[src/rtl/motion_activity_tracker.sv]
// Motion activity tracker: debounces gyroscope motion flags into counted events
// and reports windows that meet an activity threshold, plus a completion strobe.
module motion_activity_tracker #(
  parameter int unsigned WINDOW_CYCLES  = 50_000_000,
  parameter int unsigned HOLDOFF_CYCLES = 2_500_000,
  parameter int unsigned ACTIVE_THRESH  = 3,
  parameter int unsigned ACTIVE_WINDOWS = 2
) (
  input  logic       clk,
  input  logic       reset,
  input  logic       enable,
  input  logic       mover,
  output logic       event_pulse,
  output logic [7:0] event_count,
  output logic       active,
  output logic       activity_done,
  output logic [1:0] state_dbg
);

  localparam int unsigned WIN_W  = (WINDOW_CYCLES > 1) ? $clog2(WINDOW_CYCLES) : 1;
  localparam int unsigned HOLD_W = (HOLDOFF_CYCLES > 1) ? $clog2(HOLDOFF_CYCLES) : 1;
  localparam logic [WIN_W-1:0]  WIN_LAST  = WIN_W'(WINDOW_CYCLES - 1);
  localparam logic [HOLD_W-1:0] HOLD_LOAD = (HOLDOFF_CYCLES > 0) ? HOLD_W'(HOLDOFF_CYCLES - 1) : '0;

  localparam logic [1:0] IDLE    = 2'd0;
  localparam logic [1:0] MONITOR = 2'd1;
  localparam logic [1:0] HOLDOFF = 2'd2;

  logic [1:0]        state_q, state_d;
  logic              mover_d_q, mover_d_d;
  logic [WIN_W-1:0]  win_cnt_q, win_cnt_d;
  logic [HOLD_W-1:0] hold_cnt_q, hold_cnt_d;
  logic [3:0]        win_events_q, win_events_d;
  logic [7:0]        streak_q, streak_d;
  logic [7:0]        event_count_q, event_count_d;
  logic              event_pulse_q, event_pulse_d;
  logic              active_q, active_d;
  logic              activity_done_q, activity_done_d;

  logic       mover_rise;
  logic       accept;
  logic [4:0] win_n;
  logic [7:0] streak_inc;
  logic       thresh_met;

  assign mover_rise = mover & ~mover_d_q;
  assign accept     = enable && (state_q == MONITOR) && mover_rise;
  // Events in the current window including one accepted this very cycle.
  assign win_n      = {1'b0, win_events_q} + {4'b0, accept};
  assign thresh_met = 32'(win_n) >= ACTIVE_THRESH;
  assign streak_inc = streak_q + 8'd1;

  always_comb begin
    state_d         = state_q;
    mover_d_d       = mover;
    win_cnt_d       = win_cnt_q;
    hold_cnt_d      = hold_cnt_q;
    win_events_d    = win_events_q;
    streak_d        = streak_q;
    event_count_d   = event_count_q;
    event_pulse_d   = 1'b0;
    active_d        = active_q;
    activity_done_d = 1'b0;

    if (!enable) begin
      state_d       = IDLE;
      win_cnt_d     = '0;
      hold_cnt_d    = '0;
      win_events_d  = '0;
      streak_d      = '0;
      event_count_d = '0;
      active_d      = 1'b0;
    end else begin
      case (state_q)
        IDLE: begin
          state_d   = MONITOR;
          win_cnt_d = '0;
        end
        MONITOR, HOLDOFF: begin
          if (accept) begin
            state_d       = HOLDOFF;
            hold_cnt_d    = HOLD_LOAD;
            event_pulse_d = 1'b1;
            if (event_count_q != 8'hFF) event_count_d = event_count_q + 8'd1;
          end else if (state_q == HOLDOFF) begin
            if (hold_cnt_q == '0) state_d = MONITOR;
            else                  hold_cnt_d = hold_cnt_q - 1'b1;
          end

          if (win_cnt_q == WIN_LAST) begin
            // Window close: an edge accepted now belongs to the closing window.
            win_cnt_d    = '0;
            win_events_d = '0;
            active_d     = thresh_met;
            if (!thresh_met) begin
              streak_d = '0;
            end else if (32'(streak_inc) >= ACTIVE_WINDOWS) begin
              streak_d        = '0;
              activity_done_d = 1'b1;
            end else begin
              streak_d = streak_inc;
            end
          end else begin
            win_cnt_d    = win_cnt_q + 1'b1;
            win_events_d = win_n[4] ? 4'hF : win_n[3:0];
          end
        end
        default: state_d = IDLE;
      endcase
    end
  end

  always_ff @(posedge clk) begin
    if (!reset) begin
      state_q         <= IDLE;
      mover_d_q       <= 1'b0;
      win_cnt_q       <= '0;
      hold_cnt_q      <= '0;
      win_events_q    <= '0;
      streak_q        <= '0;
      event_count_q   <= '0;
      event_pulse_q   <= 1'b0;
      active_q        <= 1'b0;
      activity_done_q <= 1'b0;
    end else begin
      state_q         <= state_d;
      mover_d_q       <= mover_d_d;
      win_cnt_q       <= win_cnt_d;
      hold_cnt_q      <= hold_cnt_d;
      win_events_q    <= win_events_d;
      streak_q        <= streak_d;
      event_count_q   <= event_count_d;
      event_pulse_q   <= event_pulse_d;
      active_q        <= active_d;
      activity_done_q <= activity_done_d;
    end
  end

  assign event_pulse   = event_pulse_q;
  assign event_count   = event_count_q;
  assign active        = active_q;
  assign activity_done = activity_done_q;
  assign state_dbg     = state_q;

endmodule

[config.mk]
export PLATFORM = sky130hd
export DESIGN_NAME = motion_activity_tracker
export DESIGN_NICKNAME = d
export VERILOG_FILES = /design/src/rtl/motion_activity_tracker.sv
export SDC_FILE = /design/constraint.sdc
export NUM_CORES = 1
export LEC_CHECK = 0
export CORE_MARGIN = 2
export CORE_UTILIZATION = 54
export CTS_CLUSTER_DIAMETER = 200
export DETAILED_ROUTE_END_ITERATION = 10
export PLACE_DENSITY = 0.75
export SLEW_MARGIN = 20
export SYNTH_ARGS = -nofsm -noshare
export SYNTH_HDL_FRONTEND = slang
export SYNTH_SLANG_ARGS = --single-unit
[constraint.sdc]
create_clock -name clk -period 2.9 [get_ports clk]
set_clock_uncertainty 0.2 [all_clocks]
set_input_delay 0.58 -clock clk [delete_from_list [all_inputs] [get_ports clk]]
set_output_delay 0.58 -clock clk [all_outputs]
set_load 0.01 [all_outputs]
==> results of run 1 <==
==> metal layers <==
metal | track usage (%) | up-vias | wire length [um]
met5 | 0 | - | 0
met4 | 6.06 | 0 | 73
met3 | 6.74 | 8 | 344
met2 | 36.4 | 66 | 3740
met1 | 29.2 | 1472 | 3630
li1 | - | 1611 | -
==> sequential cells by signal, indices dropped and copies added (netlist names) <==
register,flops
streak_q,8
event_pulse,1
active,1
win_cnt_q,26
state_dbg,2
win_events_q,4
hold_cnt_q,22
event_count,8
mover_d_q,1
activity_done,1
==> final cells by class <==
class                      instances  area [sq um]  area share (%)
timing repair buffer              36           310            7.47
tap                               77          96.3            2.32
multi-input combinational        322          1990            48.0
clock inverter                     5          77.6            1.87
inverter                          14          52.6            1.27
sequential                        74          1480            35.7
clock buffer                      11           141            3.40
==> layout by cell type, fill, tap and decap left out, types with 3 or more instances in the layout <==
master and instances:
dfxtp_1 74, or3_1 14, inv_1 14, nand4_1 9
nor3_1 14, and3_1 9, a211oi_1 5, or4_1 13
xor2_1 11, ha_1 11, nand2b_1 3, buf_4 20
nor2_1 52, xnor2_1 23, a31oi_1 5, nor4b_1 3
o31ai_1 4, nand3b_1 3, nor4_1 11, nand3_1 15
or2_2 4, nor2b_1 3, and2_1 3, o211ai_1 4
clkdlybuf4s50_1 16, a21oi_1 29, clkbuf_8 10, nand2_1 35
o21ai_0 10
==> worst reg2reg max path, delay by kind of cell (launching register included) <==
family / cells / cell delay [ps]
compound gates: 3 / 590
fa+ha+maj: 1 / 200
buf+inv: 2 / 270
flops: 1 / 350
simple gates: 2 / 1040
==> worst paths after layout <==
check,to,slack [ps]
worst max-delay path,streak_q[0],190
worst min-delay path,active,270
worst max register to register,hold_cnt_q[11],190
worst min register to register,active,270
==> metrics by stage <==
stage                     worst slack (ps)  cell area [sq um]  std cells  total power (uW)
after global routing                  34.1               4150        539              2030
final                                  189               4150        539              1960
after global placement               -95.3               3930        523              1110
after detailed placement              -149               3930        523              1110
after floorplan                        103               3590        427              1080
after CTS                              185               4150        539              1980
==> power breakdown <==
group | switching, uW | leakage (uW) | internal, uW | total (uW)
sequential | 3.00 | 0.000596 | 1020 | 1020
combinational | 41.5 | 0.000747 | 23.4 | 64.9
clock | 374 | 0.000109 | 505 | 879
==> logic make-up (layout without fill, tap and decap cells) <==
| family | after synthesis | in the layout | share of synthesized area (%) |
|---|---|---|---|
| XOR/XNOR | 34 | 34 | 8.29 |
| multiplexers | 2 | 2 | 0.557 |
| flip-flops | 74 | 74 | 41.2 |
| adder cells (fa/ha/maj) | 11 | 11 | 3.83 |
| AO/OA/AOI/OAI | 73 | 73 | 12.8 |
| buffers and inverters | 31 | 66 | 3.27 |
| AND/OR/NAND/NOR | 202 | 202 | 30.0 |
==> impl_metrics.tcl, run 1 <==
set metrics [dict create \
    dr.pass1.iters 4 \
    post-synth-top-count-cell "dfxtp_1" \
    mappedNetlistArea_sq_um 3590 \
    drt-total-wl_um 7790 \
    pwr_density_cell_nw_per_um2 473 \
    ir_drop_v 0.000399 \
    status "complete, no violations" \
    crit_cells 10 \
    grt_pass1_wl_um 13300 \
    io_pins 17 \
    core_sq_um 6390 \
    synth-seq-area-share_pct 41.2 \
    ys_top_cells_by_count "dfxtp_1 (74), nor2_1 (52), nand2_1 (35)" \
    htree_levels 3 \
    start_kind "input pin" \
    synth_area_leaders "dfxtp_1 (41%), xnor2_1 (5.6%), nor2_1 (5.4%)" \
    portBuffers 16 \
    critPathLaunch "enable" \
    synthCells 427 \
    drive_above_1_share_pct 9.74 \
    antenna_found_initial 0 \
    min-delay-start "active" \
    hpwl_um 5390 \
    die-area_sq_um 7320 \
    tightest_slew_ps 804 \
    worstPathMaxFanout 3 \
    clockBufferDepth 2 \
    synth_cell_types 48 \
    synth.avg_cell_area_sq_um 8.41 \
    period_share_pct 93.5 \
    area_growth_pct 15.6 \
    drt_iter0_markers 221 \
    n_antenna_cell 0 \
    crit_buf_inv 2 \
    synth_fp_nets 442 \
    synth-edff-count 0 \
    arrival_ps 2790 \
    leakagePower_uw 0.00145 \
    path_clk_slew_ps 70 \
    synth.top_cell.area_share_pct 41.2 \
    critical_path.slowest_cell "clkdlybuf4s50_1" \
    ant_nets 0 \
    cts_buffers 9 \
    slew_viol_final 0 \
    max_clock_freq_mhz 369 \
    track_usage_pct 22.4 \
    clock_latency_ps 350 \
    finalSetupTns_ps 0 \
    die_w_um 85.6 \
    cts-root-buf "clkbuf_8" \
    ys.flop_type "dfxtp_1" \
    cts_tree "built" \
    whs_ps 271 \
    worst-setup-path-type "in -> reg" \
    worst-r2r-cell-count 8 \
    drcViolationCount 0 \
    crit_path_end_kind "flop" \
    cpPeakStageDelay_ps 500 \
    max_slew_margin_pct 46.2 \
    period_needed_ps 2710 \
    synth_warnings 0 \
    vias_per_cell 5.86 \
    start_util_pct 56.2 \
    clock_sinks 74 \
    cp_top_family "simple AND/OR/NAND/NOR gates" \
    worstPathRequired_ps 2980 \
    ys_async_sr_fraction_pct 0 \
    wl_per_cell_um 14.5 \
    r2r_start "hold_cnt_q[0]" \
    place_congestion 0.818 \
    hold_buffers 0 \
    cts_resized 0 \
    final.fill_count 531 \
    rsz0062_at_grt "false" \
    synth_area_leader_cell "dfxtp_1" \
    num_vias 3157 \
    cap_viol_max_count 0 \
    cp_cell_sequence "clkdlybuf4s50_1 -> nand4b_1 -> inv_1 -> ha_1 -> ha_1 -> and4b_1 -> a21oi_1 -> a221oi_1 -> or4_1 -> a21oi_1" \
    grt_max_degree 29 \
    finalHoldViolCount 0 \
    post_cts_buffers 0 \
    grt_pass1_vias 2937 \
    synth_seq_cells 74 \
    grt_overflow 0 \
    setup_viol 0 \
    min_path_type "reg -> reg" \
    die_y_um 85.6 \
    min_path_cells 2 \
    post-route-util_pct 65.0 \
    num-nets-final 472 \
    rows 29 \
]
(Power assumes the default switching activity.)
==> run 2, diff against run 1 <==
Settings changed: CORE_UTILIZATION 54 to 64, PLACE_DENSITY 0.75 to 0.84.
Clock period 2.9 ns to 3.3 ns, I/O delays scaled along.
==> impl_metrics.tcl, run 2 (synthesis gave the netlist of run 1 again) <==
set metrics [dict create \
    status "complete, no violations" \
    cts_buffers 9 \
    ant_nets 0 \
    max_slew_margin_pct 48.1 \
    critical_path.slowest_cell "clkdlybuf4s50_1" \
    cap_viol_max_count 0 \
    reg_top3 "win_cnt_q (26), hold_cnt_q (22)" \
    cpPeakStageDelay_ps 500 \
    vias_per_cell 6.14 \
    crit_buf_inv 2 \
    ir_drop_v 0.000393 \
    cts_tree "built" \
    rows 27 \
    htree_levels 3 \
    regArea_sq_um 1480 \
    area_growth_pct 13.9 \
    layout_setup_ws_ps 342 \
    dr.pass1.iters 5 \
    period_needed_ps 2960 \
    post_cts_buffers 0 \
    crit_path_end_kind "flop" \
    core_sq_um 5470 \
    max_clock_freq_mhz 338 \
    place_congestion 0.844 \
    top_register "win_cnt_q" \
    cts_resized 0 \
    setup_viol 0 \
    min_path_type "reg -> reg" \
    dp_slack_ps 103 \
    drt_iter0_markers 257 \
    grt_pass1_wl_um 13700 \
    tightest_slew_ps 772 \
    cp_top_family "simple AND/OR/NAND/NOR gates" \
    drive_above_1_share_pct 7.33 \
    clockBufferDepth 2 \
    drt-total-wl_um 7910 \
    worstPathMaxFanout 5 \
    multi_input_area_sq_um 1990 \
    die_w_um 78.9 \
    portBuffers 16 \
    num-nets-final 460 \
    clock_latency_ps 350 \
    antenna_found_initial 0 \
    leakagePower_uw 0.00141 \
    rsz0062_at_grt "false" \
    start_kind "input pin" \
    period_share_pct 89.6 \
    io_pins 17 \
    arrival_ps 3040 \
    finalHoldViolCount 0 \
    finalSetupTns_ps 0 \
    grt_pass1_vias 3063 \
    finalInstanceArea_sq_um 4090 \
    cp_cell_sequence "clkdlybuf4s50_1 -> nand4b_1 -> inv_1 -> ha_1 -> ha_1 -> and4b_1 -> a21oi_1 -> a221oi_1 -> or4_1 -> a21oi_1" \
    power_uw 1830 \
    grt_overflow 0 \
    n_antenna_cell 0 \
    worst-setup-path-type "in -> reg" \
    dpl-instance-area_sq_um 3840 \
    largest_reg_flops 26 \
    clock_sinks 74 \
    path_clk_slew_ps 80 \
    die-area_sq_um 6230 \
    num_vias 3203 \
    die_y_um 78.9 \
    wl_per_cell_um 15.2 \
    hpwl_um 5200 \
    final_cell_mix "dfxtp_1 (74), nor2_1 (52), nand2_1 (35)" \
    cts-root-buf "clkbuf_8" \
    pwr_density_cell_nw_per_um2 447 \
    start_util_pct 65.6 \
    worstPathRequired_ps 3380 \
    final_common_cell "dfxtp_1" \
    hold_buffers 0 \
    grt_max_degree 24 \
    final.fill_count 415 \
    post-route-util_pct 74.7 \
    slew_viol_final 0 \
    drcViolationCount 0 \
    track_usage_pct 27.4 \
]
## run 2: cell count changes in the layout (fill, tap and decap cells not counted), sizes merged
cell	previous run	this run
clkbuf	11	12
bufinv	2	3
clkinv	2	0
buf	20	8
## run 2: report_power, final
part           leakage (uW)  internal [uW]  switching, uW
Combinational      0.000691           19.4           37.1
Sequential         0.000596            895           2.32
Clock              0.000123            544            332
## run 2: per-layer routing
layer  vias up  track usage (%)  wire length, um
met5         -                0                0
met4         0             11.4              119
met3        11             5.68              499
met2       130             44.2             3640
met1      1487             36.1             3650
li1       1575                -                -
## run 2: final timing paths
| kind | startpoint | cells past startpoint | to | slack (ps) |
|---|---|---|---|---|
| max | enable | 10 | streak_q[0] | 340 |
| min | win_cnt_q[6] | 2 | win_cnt_q[6] | 270 |
| max reg2reg | hold_cnt_q[10] | 5 | hold_cnt_q[21] | 530 |
| min reg2reg | win_cnt_q[6] | 2 | win_cnt_q[6] | 270 |
## run 2: cell type report
class,instances,area share [%]
clock inverter,4,2.39
timing repair buffer,24,5.38
clock buffer,12,3.79
multi-input combinational,322,48.7
tap,72,2.20
sequential,74,36.2
inverter,14,1.28
## run 2: per-stage QoR
step | instances | hold WS (ps)
6_report | 522 | 273
5_1_grt | 522 | 300
4_1_cts | 522 | 277
3_5_place_dp | 506 | 266
3_3_place_gp | 506 | 257
2_1_floorplan | 427 | 241
## run 2: worst reg2reg max path, cell delays in order, from the launching register on
cell,delay (ps)
dfxtp_1,360
or4_1,670
or4_4,470
or4_4,520
or3_1,320
a31oi_1,150
==> run 3, diff against run 2 <==
Settings changed: CAP_MARGIN from default to 20, CTS_CLUSTER_SIZE from default to 25.
==> results of run 3 <==
Same layout as run 2: the final DEF is identical, and so are final timing and power.
